$ cat config.mk
export PLATFORM = sky130hd
export DESIGN_NAME = count_check
export DESIGN_NICKNAME = d
export VERILOG_FILES = /design/src/rtl/count_check.sv
export SDC_FILE = /design/constraint.sdc
export NUM_CORES = 1
export LEC_CHECK = 0
export ABC_AREA = 1
export CAP_MARGIN = 20
export CORE_MARGIN = 2
export CORE_UTILIZATION = 45
export DETAILED_ROUTE_END_ITERATION = 7
export GPL_TIMING_DRIVEN = 1
export PLACE_DENSITY = 0.79
export SYNTH_ARGS = -nofsm -noshare
export SYNTH_HDL_FRONTEND = slang
export SYNTH_SLANG_ARGS = --single-unit
export TNS_END_PERCENT = 30
$ cat constraint.sdc
create_clock -name clk -period 3.1 [get_ports clk]
set_clock_uncertainty 0.1 [all_clocks]
set_input_delay 0.31 -clock clk [delete_from_list [all_inputs] [get_ports clk]]
set_output_delay 0.31 -clock clk [all_outputs]
set_load 0.05 [all_outputs]
$ cat src/rtl/count_check.sv
// Passive checker for a presettable up-counter: keeps a reference model of the
// count, stepped from the observed Q, and flags Q/TC disagreements.
module count_check #(
  parameter int WIDTH = 4,
  parameter int ERR_W = 8
) (
  input  logic             clk,
  input  logic             rst,
  input  logic             MR,
  input  logic             Load,
  input  logic             Enable,
  input  logic [WIDTH-1:0] P,
  input  logic [WIDTH-1:0] Q,
  input  logic             TC,
  output logic             synced,
  output logic [WIDTH-1:0] exp_q,
  output logic             mismatch,
  output logic [ERR_W-1:0] err_count,
  output logic             first_valid,
  output logic [WIDTH-1:0] first_q,
  output logic [WIDTH-1:0] first_exp
);

  // state  | meaning
  // UNSYNC | model value unknown, nothing checked
  // SYNCED | model loaded by MR or Load, every edge is checked
  typedef enum logic {UNSYNC, SYNCED} state_e;

  localparam logic [WIDTH-1:0] ALL_ONES = {WIDTH{1'b1}};
  localparam logic [ERR_W-1:0] ERR_MAX  = {ERR_W{1'b1}};

  state_e           state_q, state_d;
  logic [WIDTH-1:0] exp_val_q, exp_val_d;
  logic             mismatch_q, mismatch_d;
  logic [ERR_W-1:0] err_count_q, err_count_d;
  logic             first_valid_q, first_valid_d;
  logic [WIDTH-1:0] first_q_q, first_q_d;
  logic [WIDTH-1:0] first_exp_q, first_exp_d;

  logic [WIDTH-1:0] model_next;
  logic             tc_exp;
  logic             fault;

  always_comb begin
    if (MR)          model_next = '0;
    else if (Load)   model_next = P;
    else if (Enable) model_next = Q + WIDTH'(1);
    else             model_next = Q;
  end

  assign tc_exp = Enable & (Q == ALL_ONES);

  // Written as an if/else so an unknown Q or TC falls into the fault branch.
  always_comb begin
    fault = 1'b0;
    if (state_q == SYNCED) begin
      if ((Q == exp_val_q) && (TC == tc_exp)) fault = 1'b0;
      else                                    fault = 1'b1;
    end
  end

  always_comb begin
    state_d       = state_q;
    exp_val_d     = exp_val_q;
    mismatch_d    = fault;
    err_count_d   = err_count_q;
    first_valid_d = first_valid_q;
    first_q_d     = first_q_q;
    first_exp_d   = first_exp_q;

    case (state_q)
      UNSYNC: begin
        if (MR || Load) begin
          state_d   = SYNCED;
          exp_val_d = model_next;
        end
      end
      SYNCED: begin
        exp_val_d = model_next;
      end
      default: state_d = UNSYNC;
    endcase

    if (fault) begin
      if (err_count_q != ERR_MAX) err_count_d = err_count_q + ERR_W'(1);
      if (!first_valid_q) begin
        first_valid_d = 1'b1;
        first_q_d     = Q;
        first_exp_d   = exp_val_q;
      end
    end
  end

  always_ff @(posedge clk) begin
    if (rst) begin
      state_q       <= UNSYNC;
      exp_val_q     <= '0;
      mismatch_q    <= 1'b0;
      err_count_q   <= '0;
      first_valid_q <= 1'b0;
      first_q_q     <= '0;
      first_exp_q   <= '0;
    end else begin
      state_q       <= state_d;
      exp_val_q     <= exp_val_d;
      mismatch_q    <= mismatch_d;
      err_count_q   <= err_count_d;
      first_valid_q <= first_valid_d;
      first_q_q     <= first_q_d;
      first_exp_q   <= first_exp_d;
    end
  end

  assign synced      = (state_q == SYNCED);
  assign exp_q       = exp_val_q;
  assign mismatch    = mismatch_q;
  assign err_count   = err_count_q;
  assign first_valid = first_valid_q;
  assign first_q     = first_q_q;
  assign first_exp   = first_exp_q;

endmodule
=== Word level (Yosys, flattened, before mapping) ===
Index checks and enable logic that the tools add are counted.

* Register bits after elaboration: 23
* Latch bits: 0
* Bits in writable memories: 0
* ROM bits: 0
* Input bits: 14
* Memories kept: 0

* Add/subtract/negate cells: 2
* $mul: 0
* Divide/modulo/power cells: 0
* $lt $le $gt $ge: 0
* Equality and inequality tests: 5
* Shift operators: 0
* Mux-type cells: 9
* Bitwise operators: 3
* Reductions and logical operators: 4

{| class="wikitable"
|+ Operators with widths
! kind !! count
|-
| 4-bit 2-to-1 mux || 4
|-
| 8-bit by 1-bit adder with 8-bit output, second input constant || 1
|-
| 8-bit != test, second input constant || 1
|-
| 4-bit case mux with 2 select lines || 1
|-
| 4-bit by 1-bit adder with 4-bit output, second input constant || 1
|-
| 4-bit equality test || 1
|-
| 4-bit equality test, second input constant || 1
|-
| 1-bit 2-to-1 mux || 4
|-
| 2-bit AND reduction || 2
|-
| 2-bit != test, second input constant || 1
|-
| 1-bit inverter || 2
|-
| 1-bit AND || 1
|-
| 1-bit equality test || 1
|-
| 1-bit logical AND || 1
|-
| 1-bit logical OR || 1
|}

=== Longest topological paths before layout ===
Gate-level depths: netlist (run 1).

* Word-level depth: 7
* Depth in mapped cells: 10
* Gate-level depth less buffers: 10

=== Worst setup path after synthesis (run 1) ===
Ideal clock, no wire load.

* Path type: reg-to-reg
* Start point: register err_count_q[1] (netlist: err_count[1])
* End point: register err_count_q[0] (netlist: err_count[0])
* Library setup time: 0.113 ns
* Data arrival time: 1.713 ns
* Required time: 2.887 ns
* Slack: 1.174 ns
* Cell stages (with the launch flop): 9
* Period minus slack after synthesis: 1.926 ns
* Cells stage by stage: dfxtp_1 -> ha_1 -> nand2_1 -> nor3_4 -> nand3_4 -> nand3_4 -> nand2_1 -> nand2_1 -> nor2_1

* Word-level cells in the longest chain between the ends: 2

{| class="wikitable"
|+ Ends and longest elaborated chain
! element !! line !! RTL
|-
| start, declared || 35 || <nowiki>logic [ERR_W-1:0] err_count_q, err_count_d;</nowiki>
|-
| start signal, assigned || 107 || <nowiki>err_count_q <= err_count_d;</nowiki>
|-
| 8-bit != test || 85 || <nowiki>if (err_count_q != ERR_MAX) err_count_d = err_count_q + ERR_W'(1);</nowiki>
|-
| 2-bit AND reduction (no source line) || n/a ||
|}

Every way passes these cells.
A chain may end at the register's enable or synchronous reset.

=== Worst setup path in the final report (run 1) ===
* Start point: register state_q (netlist: synced)
* End point: output port synced

{| class="wikitable"
|+ RTL lines
! element !! line !! RTL
|-
| start, declared || 32 || <nowiki>state_e state_q, state_d;</nowiki>
|-
| start signal, assigned || 104 || <nowiki>state_q <= state_d;</nowiki>
|-
| end, declared || 15 || <nowiki>output logic synced,</nowiki>
|}

No word-level cell between the ends.

==> impl_results.md, run 1 <==
- P&R area growth vs syn: 32.9%
- Die area: 3200 µm²
- Starting Density: 46.3%
- Max Fclk: 463 MHz
- Design area: 1650 µm²
- DP HPWL: 2.36 mm
- CTS resizes: 0
- VDD IR-drop max: 0.318 mV
- First-pass GRT wire length: 5.13 mm
- Worst setup EP type: primary output
- Grt ovf: 0
- Mapped Cells: 168
- Inst Count DP: 232
- Placement Cell Area: 1630 µm²
- Reg power frac: 51.5%
- Worst-path clk slew: 120 ps
- Clock Latency Late Sink: 300 ps
- Combinational share of power: 26.4%
- Yosys reg bits: 23
- TritonRoute pass-1 iters: 4
- Post-synthesis cell type count: 27
- Final Non-Filler Cells: 236
- Slew Limit Fails: 0
- Critical path type: reg2out
- GRT Total Usage: 19.9%
- CTS tree: yes
- Final TNS setup: 0 ps
- Tmin final: 2160 ps
- Die X: 56.6 µm
- Worst endpoint data arrival time: 1750 ps
- Ys Warns: 0
- Final ANT Viol Nets: 0
- Drt total wl: 3.02 mm
- Commonest non-fill, non-tap cell in the layout: nand2_1
- Max-slew headroom: 66.1%
- Worst hold-check path type: reg2reg
- Seq/Total Area, Yosys: 37.0%
- Via/cell ratio: 5.32
- Clock sinks: 23
- Worst slew pin tran: 506 ps
- Net Sw Frac: 32.7%
- Row count: 19
- P_leak: 0.640 nW
- Clk pwr share: 22.1%
- Net Sw Power: 0.202 mW
- Run status: finished, final reports clean
- Cts hold-fix bufs: 0
- Core ar.: 2690 µm²
- Antenna cells: 0
- Critical Path RT: 2690 ps
- CTS Buffer Depth: 2
- Largest net degree at the start of global routing: 22
- Final Cycle Share: 69.7%
- Die span in y: 56.6 µm
- IO Count: 37
- Synth Area per Inst: 7.41 µm²
- Max H-tree Level: 1
- Maxcap violations: 0
- Post-CTS setup buffers: 0
- Crit path max fanout: 21
- Setup repair after global routing missed its margin: no
- Setup-failing EPs final: 0
- Final nets: 222
- Fin. Hold Viols: 0
- First DRT Iteration DRCs: 37
- Commonest non-fill, non-tap cells in the layout: 43 x nand2_1, 36 x clkdlybuf4s50_1, 23 x dfxtp_1
- Synthesized area: 1240 µm²
- Share of layout cells above drive strength 1: 9.76%
- Critical Path Start Type: flop
- Number of global-route vias before repair: 1,159
- Wirelength per Cell: 12.8 µm
- Via count: 1,256
- GP Congestion: 0.862
- Post-synth net total: 184
- IO buf count: 36
- PwrDens: 373 nW/µm²
- Number of buffers created by CTS: 3
- Clk Tree Root Cell: clkbuf_4
- Initial antenna violation count: 0
- Internal Power: 0.415 mW
- DRC: 0
[synth_stat cells]
cell	instances	share of area (%)
o21ai_2	1	0.70
o211ai_1	1	0.60
buf_8	1	1.2
nor3_1	2	0.80
o21a_1	1	0.60
a21oi_2	4	2.8
nor4_1	1	0.50
o21ai_0	7	2.8
nand2_2	2	1.0
o22ai_1	3	1.5
nand3_1	3	1.2
clkbuf_1	2	0.60
a21oi_1	14	5.6
nor3_4	1	1.3
nand2_1	43	13
dfxtp_1	23	37
clkinv_1	1	0.30
nand3b_1	1	0.60
ha_1	2	2.0
inv_1	18	5.4
nor2_1	11	3.3
nand4_1	15	7.5
buf_2	2	0.80
nor2_2	1	0.50
or2_2	1	0.50
xor2_1	3	2.1
nand3_4	4	5.6
[power by group through the flow]
stage | Sequential [mW] | Clock, mW | Combinational, mW
final | 0.318 | 0.136 | 0.163
after global routing | 0.320 | 0.158 | 0.174
after CTS | 0.318 | 0.145 | 0.163
after detailed placement | 0.325 | 0 | 0.163
after global placement | 0.324 | 0 | 0.160
after floorplan | 0.368 | 0 | 0.0592
[logic make-up (layout without fill, tap and decap cells)]
logic type / after synthesis / in the layout / synth area share, %
adder cells (fa/ha/maj): 2 / 2 / 2.01
AO/OA/AOI/OAI: 31 / 31 / 14.7
buffers and inverters: 24 / 61 / 8.34
AND/OR/NAND/NOR: 85 / 85 / 35.9
XOR/XNOR: 3 / 3 / 2.11
flip-flops: 23 / 23 / 37.0
[state kept, by name (all words and copies together) (netlist names)]
| register | flops |
|---|---|
| mismatch | 1 |
| synced | 1 |
| err_count | 8 |
| first_exp | 4 |
| first_q | 4 |
| exp_q | 4 |
| first_valid | 1 |
[path summary, 6_finish.rpt]
kind	startpoint	to	slack (ps)	depth (start not counted)
worst max-delay path	synced$_SDFF_PP0_	synced	940	2
worst min-delay path	first_q[0]$_SDFFE_PP0P_	first_q[0]$_SDFFE_PP0P_	380	2
worst max register to register	err_count[1]$_SDFFE_PP0P_	err_count[4]$_SDFFE_PP0P_	1380	7
worst min register to register	first_q[0]$_SDFFE_PP0P_	first_q[0]$_SDFFE_PP0P_	380	2
[worst max-delay path, stage by stage (launching register included)]
cell	delay [ps]
dfxtp_1	340
buf_4	260
clkdlybuf4s50_1	850
[layer usage]
layer / track usage, % / vias up / routed length (µm)
li1: - / 646 / -
met1: 27.1 / 577 / 1370
met2: 31.4 / 31 / 1510
met3: 3.46 / 2 / 97
met4: 7.48 / 0 / 30
met5: 0 / - / 0
[area by class of cell]
cell class / count / area (µm²)
clock buffers: 3 / 22.5
clock inverters: 1 / 5.00
fillers: 249 / 1030
inverters: 19 / 71.3
multi-input cells: 121 / 681
flip-flops and latches: 23 / 460
well taps: 31 / 38.8
repair buffers: 38 / 375
[through the flow]
stage / power, mW / hold WS [ps] / worst slack (ps) / utilization [%]
after floorplan: 0.427 / 345 / 1170 / -
after global placement: 0.484 / 351 / 1000 / 60.5
after detailed placement: 0.488 / 360 / 929 / 60.5
after CTS: 0.627 / 380 / 932 / 61.6
after global routing: 0.652 / 398 / 867 / 61.6
final: 0.618 / 376 / 938 / 61.6
No activity file was read; power rests on OpenSTA's default activity.
==> run 2: changes to the inputs <==
--- a/config.mk
+++ b/config.mk
@@ -8,10 +8,10 @@
 export ABC_AREA = 1
 export CAP_MARGIN = 20
 export CORE_MARGIN = 2
-export CORE_UTILIZATION = 45
+export CORE_UTILIZATION = 42
 export DETAILED_ROUTE_END_ITERATION = 7
 export GPL_TIMING_DRIVEN = 1
-export PLACE_DENSITY = 0.79
+export PLACE_DENSITY = 0.77
 export SYNTH_ARGS = -nofsm -noshare
 export SYNTH_HDL_FRONTEND = slang
 export SYNTH_SLANG_ARGS = --single-unit
==> constraint.sdc (replaced) <==
create_clock -name clk -period 1.85 [get_ports clk]
set_clock_uncertainty 0.1 [all_clocks]
set_input_delay 0.185 -clock clk [delete_from_list [all_inputs] [get_ports clk]]
set_output_delay 0.185 -clock clk [all_outputs]
set_load 0.05 [all_outputs]
==> impl_results.md, run 2 (synthesis gave the netlist of run 1 again) <==
- Run status: finished, final reports clean
- Starting Density: 44.8% (-1.6 points)
- Max-slew headroom: 66.4% (+0.27 points)
- Crit path cell chain: clkdlybuf4s50_1
- CTS tree: yes
- Setup repair after global routing missed its margin: no
- DRC: 0 (unchanged)
- Met1 wire length: 1.39 mm (+1.4%)
- Drt total wl: 2.95 mm (-2.1%)
- GP Congestion: 0.816 (-5.3%)
- Design area: 1720 µm² (+3.9%)
- VDD IR-drop max: 0.371 mV (+17%)
- Max H-tree Level: 1 (unchanged)
- IO buf count: 36 (unchanged)
- Worst slew pin tran: 502 ps (-3.98 ps)
- Number of buffers created by CTS: 3 (unchanged)
- Setup-failing EPs final: 0 (unchanged)
- Final ANT Viol Nets: 0 (unchanged)
- Clk Tree Root Cell: clkbuf_4
- Row count: 19 (unchanged)
- Worst-path clk slew: 130 ps (about the same)
- Via/cell ratio: 5.20 (-2.3%)
- Wirelength per Cell: 12.1 µm (-4.9%)
- GRT Total Usage: 18.3% (-1.6 points)
- IO Count: 37 (unchanged)
- Final Cycle Share: 96.7%
- P&R area growth vs syn: 38.0%
- Antenna cells: 0 (unchanged)
- Die area: 3420 µm² (+6.6%)
- Commonest non-fill, non-tap cells in the layout: 43 x nand2_1, 25 x clkdlybuf4s50_1, 21 x dfxtp_1
- Pre-CTS setup slack: -117 ps (-1050 ps)
- Die X: 58.4 µm (+3.3%)
- Largest net degree at the start of global routing: 20 (-9.1%)
- Clock Latency Late Sink: 330 ps (+30 ps)
- WL met2: 1.36 mm (-10%)
- Slew Limit Fails: 0 (unchanged)
- Worst hold-check path type: reg2reg
- DP HPWL: 2.28 mm (-3.2%)
- Cts hold-fix bufs: 0 (unchanged)
- Worst endpoint data arrival time: 1500 ps (-250 ps)
- TritonRoute pass-1 iters: 4 (unchanged)
- Core ar.: 2780 µm² (+3.5%)
- PwrDens: 617 nW/µm² (+65%)
- Initial antenna violation count: 0 (unchanged)
- Critical Path Start Type: flop
- Largest register FFs: 8 (unchanged)
- Fin. Hold Viols: 0 (unchanged)
- Worst setup EP type: primary output
- First-pass GRT wire length: 4.79 mm (-6.6%)
- Final hold slack: 376 ps (+0.0450 ps)
- Tmin final: 1790 ps
- Critical Path RT: 1560 ps (-1130 ps)
- Total power: 1.06 mW (+72%)
- Via count: 1,263 (+0.56%)
- Critical path buffers and inverters: 1 (-1)
- CP delay by family, top: buffers and inverters
- DR WL met3: 127 µm (+31%)
- Share of layout cells above drive strength 1: 15.6% (+5.8 points)
- Top routing layer in use: met4
- First DRT Iteration DRCs: 33 (-11%)
- Grt ovf: 0 (unchanged)
- Critical path type: reg2out
- Commonest non-fill, non-tap cell in the layout: nand2_1
- Number of global-route vias before repair: 1,112 (-4.1%)
- CTS Buffer Depth: 2 (unchanged)
- P_leak: 0.769 nW (+20%)
- Crit path max fanout: 4 (-81%)
- CP max stage cell: clkdlybuf4s50_1
- Placement Cell Area: 1680 µm² (+3.5%)
- Worst setup margin: 60.7 ps (-878 ps)
- Final nets: 229 (+3.2%)
- Crit path largest cell delay: 800 ps (-50 ps)
- Clock sinks: 23 (unchanged)
- Maxcap violations: 0 (unchanged)
- Die span in y: 58.4 µm (+3.3%)
- Util after Layout: 61.8% (+0.19 points)
- Max Fclk: 559 MHz
## run 2: tightest hold or removal path: cells and delay by family (launching register included)
| family | cells | cell delay, ps |
|---|---|---|
| compound gates | 1 | 50 |
| simple gates | 1 | 60 |
| flops | 1 | 330 |
## run 2: timing repair
item / 4_1_cts / 5_1_grt
resized for setup: 3 / 4
endpoints found under the setup margin: 3 / 4
buffers inserted: 0 / 0
pin swaps: 0 / 0
cloned: 0 / 0
## run 2: layout make-up
cell class / instances / area, µm²
Sequential cell: 23 / 463
Tap cell: 31 / 38.8
Inverter: 19 / 71.3
Multi-Input combinational cell: 121 / 681
Clock buffer: 3 / 22.5
Fill cell: 244 / 1060
Clock inverter: 1 / 5.00
Timing Repair Buffer: 45 / 437
## run 2: metrics by stage
stage | instances | TNS, ps
floorplan | 168 | 0
global placement | 239 | -374
detailed placement | 239 | -1310
CTS | 243 | 0
global route | 243 | 0
finish | 243 | 0
## run 2: final timing paths
kind	slack, ps	depth (start not counted)	from	end
worst max-delay path	60	1	err_count[0]$_SDFFE_PP0P_	err_count[0]
worst max register to register	230	7	err_count[0]$_SDFFE_PP0P_	err_count[2]$_SDFFE_PP0P_
worst min register to register	380	2	first_q[0]$_SDFFE_PP0P_	first_q[0]$_SDFFE_PP0P_
worst min-delay path	380	2	first_q[0]$_SDFFE_PP0P_	first_q[0]$_SDFFE_PP0P_
## run 2: power breakdown
part / total, mW / leakage (nW) / switching (mW) / internal [mW]
Clock: 0.241 / 0.0177 / 0.160 / 0.0812
Combinational: 0.283 / 0.563 / 0.174 / 0.108
Sequential: 0.535 / 0.189 / 0.0173 / 0.518
## run 2: routing by layer
layer / track usage [%] / vias up
li1: - / 656
met1: 24.1 / 570
met2: 28.9 / 30
met3: 2.20 / 7
met4: 10.6 / 0
met5: 0 / -
==> run 3: changes to the inputs <==
--- a/config.mk
+++ b/config.mk
@@ -7,11 +7,10 @@
 export LEC_CHECK = 0
 export ABC_AREA = 1
 export CAP_MARGIN = 20
-export CORE_MARGIN = 2
-export CORE_UTILIZATION = 42
+export CORE_UTILIZATION = 45
 export DETAILED_ROUTE_END_ITERATION = 7
 export GPL_TIMING_DRIVEN = 1
-export PLACE_DENSITY = 0.77
+export PLACE_DENSITY = 0.79
 export SYNTH_ARGS = -nofsm -noshare
 export SYNTH_HDL_FRONTEND = slang
 export SYNTH_SLANG_ARGS = --single-unit
==> constraint.sdc (replaced) <==
create_clock -name clk -period 1.66 [get_ports clk]
set_clock_uncertainty 0.1 [all_clocks]
set_input_delay 0.166 -clock clk [delete_from_list [all_inputs] [get_ports clk]]
set_output_delay 0.166 -clock clk [all_outputs]
set_load 0.05 [all_outputs]
==> impl_results.md, run 3 (synthesis gave the netlist of run 1 again) <==
- DRC: 0 (unchanged)
- Fin. Hold Viols: 0 (unchanged)
- Die area: 2980 µm² (-13%)
- DP HPWL: 2.39 mm (+4.4%)
- PwrDens: 664 nW/µm² (+7.7%)
- GP Congestion: 0.902 (+10%)
- Worst endpoint data arrival time: 1670 ps (+170 ps)
- Antenna cells: 0 (unchanged)
- Clock Latency Late Sink: 310 ps (-20 ps)
- Drt total wl: 3.14 mm (+6.4%)
- Slew Limit Fails: 0 (unchanged)
- Final nets: 236 (+3.1%)
- Crit path largest cell delay: 490 ps (-310 ps)
- First-pass GRT wire length: 5.00 mm (+4.5%)
- Tmin final: 1580 ps
- Number of buffers created by CTS: 3 (unchanged)
- CTS tree: yes
- Worst setup margin: 84.4 ps (+23.6 ps)
- Via count: 1,290 (+2.1%)
- Worst-path clk slew: 120 ps (about the same)
- Final ANT Viol Nets: 0 (unchanged)
- P&R area growth vs syn: 42.0%
- Commonest non-fill, non-tap cells in the layout: 42 x nand2_1, 35 x buf_4, 18 x inv_1
- Critical path buffers and inverters: 2 (+1)
- Clk Tree Root Cell: clkbuf_4
- Share of layout cells above drive strength 1: 31.5% (+16 points)
- Core ar.: 2540 µm² (-8.5%)
- Maxcap violations: 0 (unchanged)
- CTS Buffer Depth: 2 (unchanged)
- Die span in y: 54.6 µm (-6.6%)
- Largest net degree at the start of global routing: 19 (-5.0%)
- Crit path max fanout: 8 (+4)
- Pre-CTS setup slack: -276 ps (-158 ps)
- Worst setup EP type: flop
- P_leak: 0.767 nW (-0.17%)
- IO buf count: 36 (unchanged)
- Critical path type: in2reg
- Final Cycle Share: 94.9%
- VDD IR-drop max: 0.586 mV (+58%)
- GRT Total Usage: 23.4% (+5.1 points)
- Worst hold-check path type: in2reg
- Starting Density: 48.9% (+4.2 points)
- CP max stage cell: clkdlybuf4s50_1
- Commonest non-fill, non-tap cell in the layout: nand2_1
- Max Fclk: 635 MHz
- Initial antenna violation count: 0 (unchanged)
- Grt ovf: 0 (unchanged)
- Crit-path most repeated cell: nand2_2
- Critical Path Start Type: input port
- Worst slew pin tran: 319 ps (-184 ps)
- Row count: 18 (-1)
- IO Count: 37 (unchanged)
- Setup-failing EPs final: 0 (unchanged)
- Util after Layout: 69.5% (+7.7 points)
- Wirelength per Cell: 12.6 µm (+3.8%)
- Die X: 54.6 µm (-6.6%)
- Critical Path RT: 1760 ps (+200 ps)
- TritonRoute pass-1 iters: 4 (unchanged)
- Run status: finished, final reports clean
- Via/cell ratio: 5.18 (-0.32%)
- Largest register FFs: 8 (unchanged)
- Fillers: 207 (-15%)
- First DRT Iteration DRCs: 31 (-6.1%)
- CP delay by family, top: buffers and inverters
- Design area: 1770 µm² (+2.9%)
- Crit path cell chain: clkdlybuf4s50_1 > ha_2 > nand2_2 > nor2_2 > nand2_1 > nand2_2 > nand3_4 > buf_6 > nand4_1 > a21oi_1
- Max H-tree Level: 1 (unchanged)
- Placement Cell Area: 1660 µm² (-1.6%)
- Max-slew headroom: 78.6% (+12 points)
- Clock sinks: 23 (unchanged)
- Number of global-route vias before repair: 1,134 (+2.0%)
[run 3: cell count changes in the layout (fill, tap and decap cells not counted), moves of 2 or more]
cell / previous run / this run
buf_4: 12 / 35
ha_1: 2 / 0
buf_6: 0 / 2
clkdlybuf4s50_1: 25 / 12
dfxtp_4: 0 / 2
dfxtp_2: 2 / 7
dlygate4sd2_1: 3 / 0
dfxtp_1: 21 / 14
dlymetal6s2s_1: 4 / 1
[run 3: timing repair]
item,4_1_cts,5_1_grt
buffers inserted,0,5
endpoints found under the setup margin,0,17
hold buffers,0,0
resized for setup,0,9
[run 3: power breakdown]
| group | internal, mW | switching (mW) |
|---|---|---|
| Sequential | 0.577 | 0.0221 |
| Clock | 0.0939 | 0.156 |
| Combinational | 0.125 | 0.199 |
| Total | 0.796 | 0.378 |
[run 3: final cells by class]
type | count | area [µm²] | area share, %
Inverter | 19 | 71.3 | 4.03
Tap cell | 30 | 37.5 | 2.12
Sequential cell | 23 | 477 | 27.0
Clock buffer | 4 | 26.3 | 1.49
Timing Repair Buffer | 51 | 438 | 24.8
Multi-Input combinational cell | 122 | 718 | 40.6
[run 3: per-stage QoR]
step / instances / power, mW / hold WS (ps) / setup TNS, ps
global route: 249 / 1.24 / 264 / -65.9
floorplan: 168 / 0.799 / 201 / 0
global placement: 239 / 0.914 / 355 / -3070
finish: 249 / 1.17 / 251 / 0
CTS: 243 / 1.17 / 377 / 0
detailed placement: 239 / 0.920 / 360 / -4450
[run 3: routing by layer]
metal	part of all wire, %	wire length, µm	global-route usage (%)
met2	47	1480	36.1
met1	48	1510	31.3
met5	0	0	0
met3	4.4	139	6.67
met4	0.32	10	6.41
[run 3: worst min-delay path, cell delays in order]
cell	delay (ps)
dlymetal6s2s_1	150
buf_4	150
nand4_1	100
a21oi_2	60
[run 3: final timing paths]
check | start | slack, ps | to | depth (start not counted)
min | Q[1] | 250 | first_q[1]$_SDFFE_PP0P_ | 4
max | Q[0] | 80 | err_count[3]$_SDFFE_PP0P_ | 10
max reg2reg | err_count[0]$_SDFFE_PP0P_ | 130 | err_count[5]$_SDFFE_PP0P_ | 7
min reg2reg | first_q[0]$_SDFFE_PP0P_ | 380 | first_q[0]$_SDFFE_PP0P_ | 2
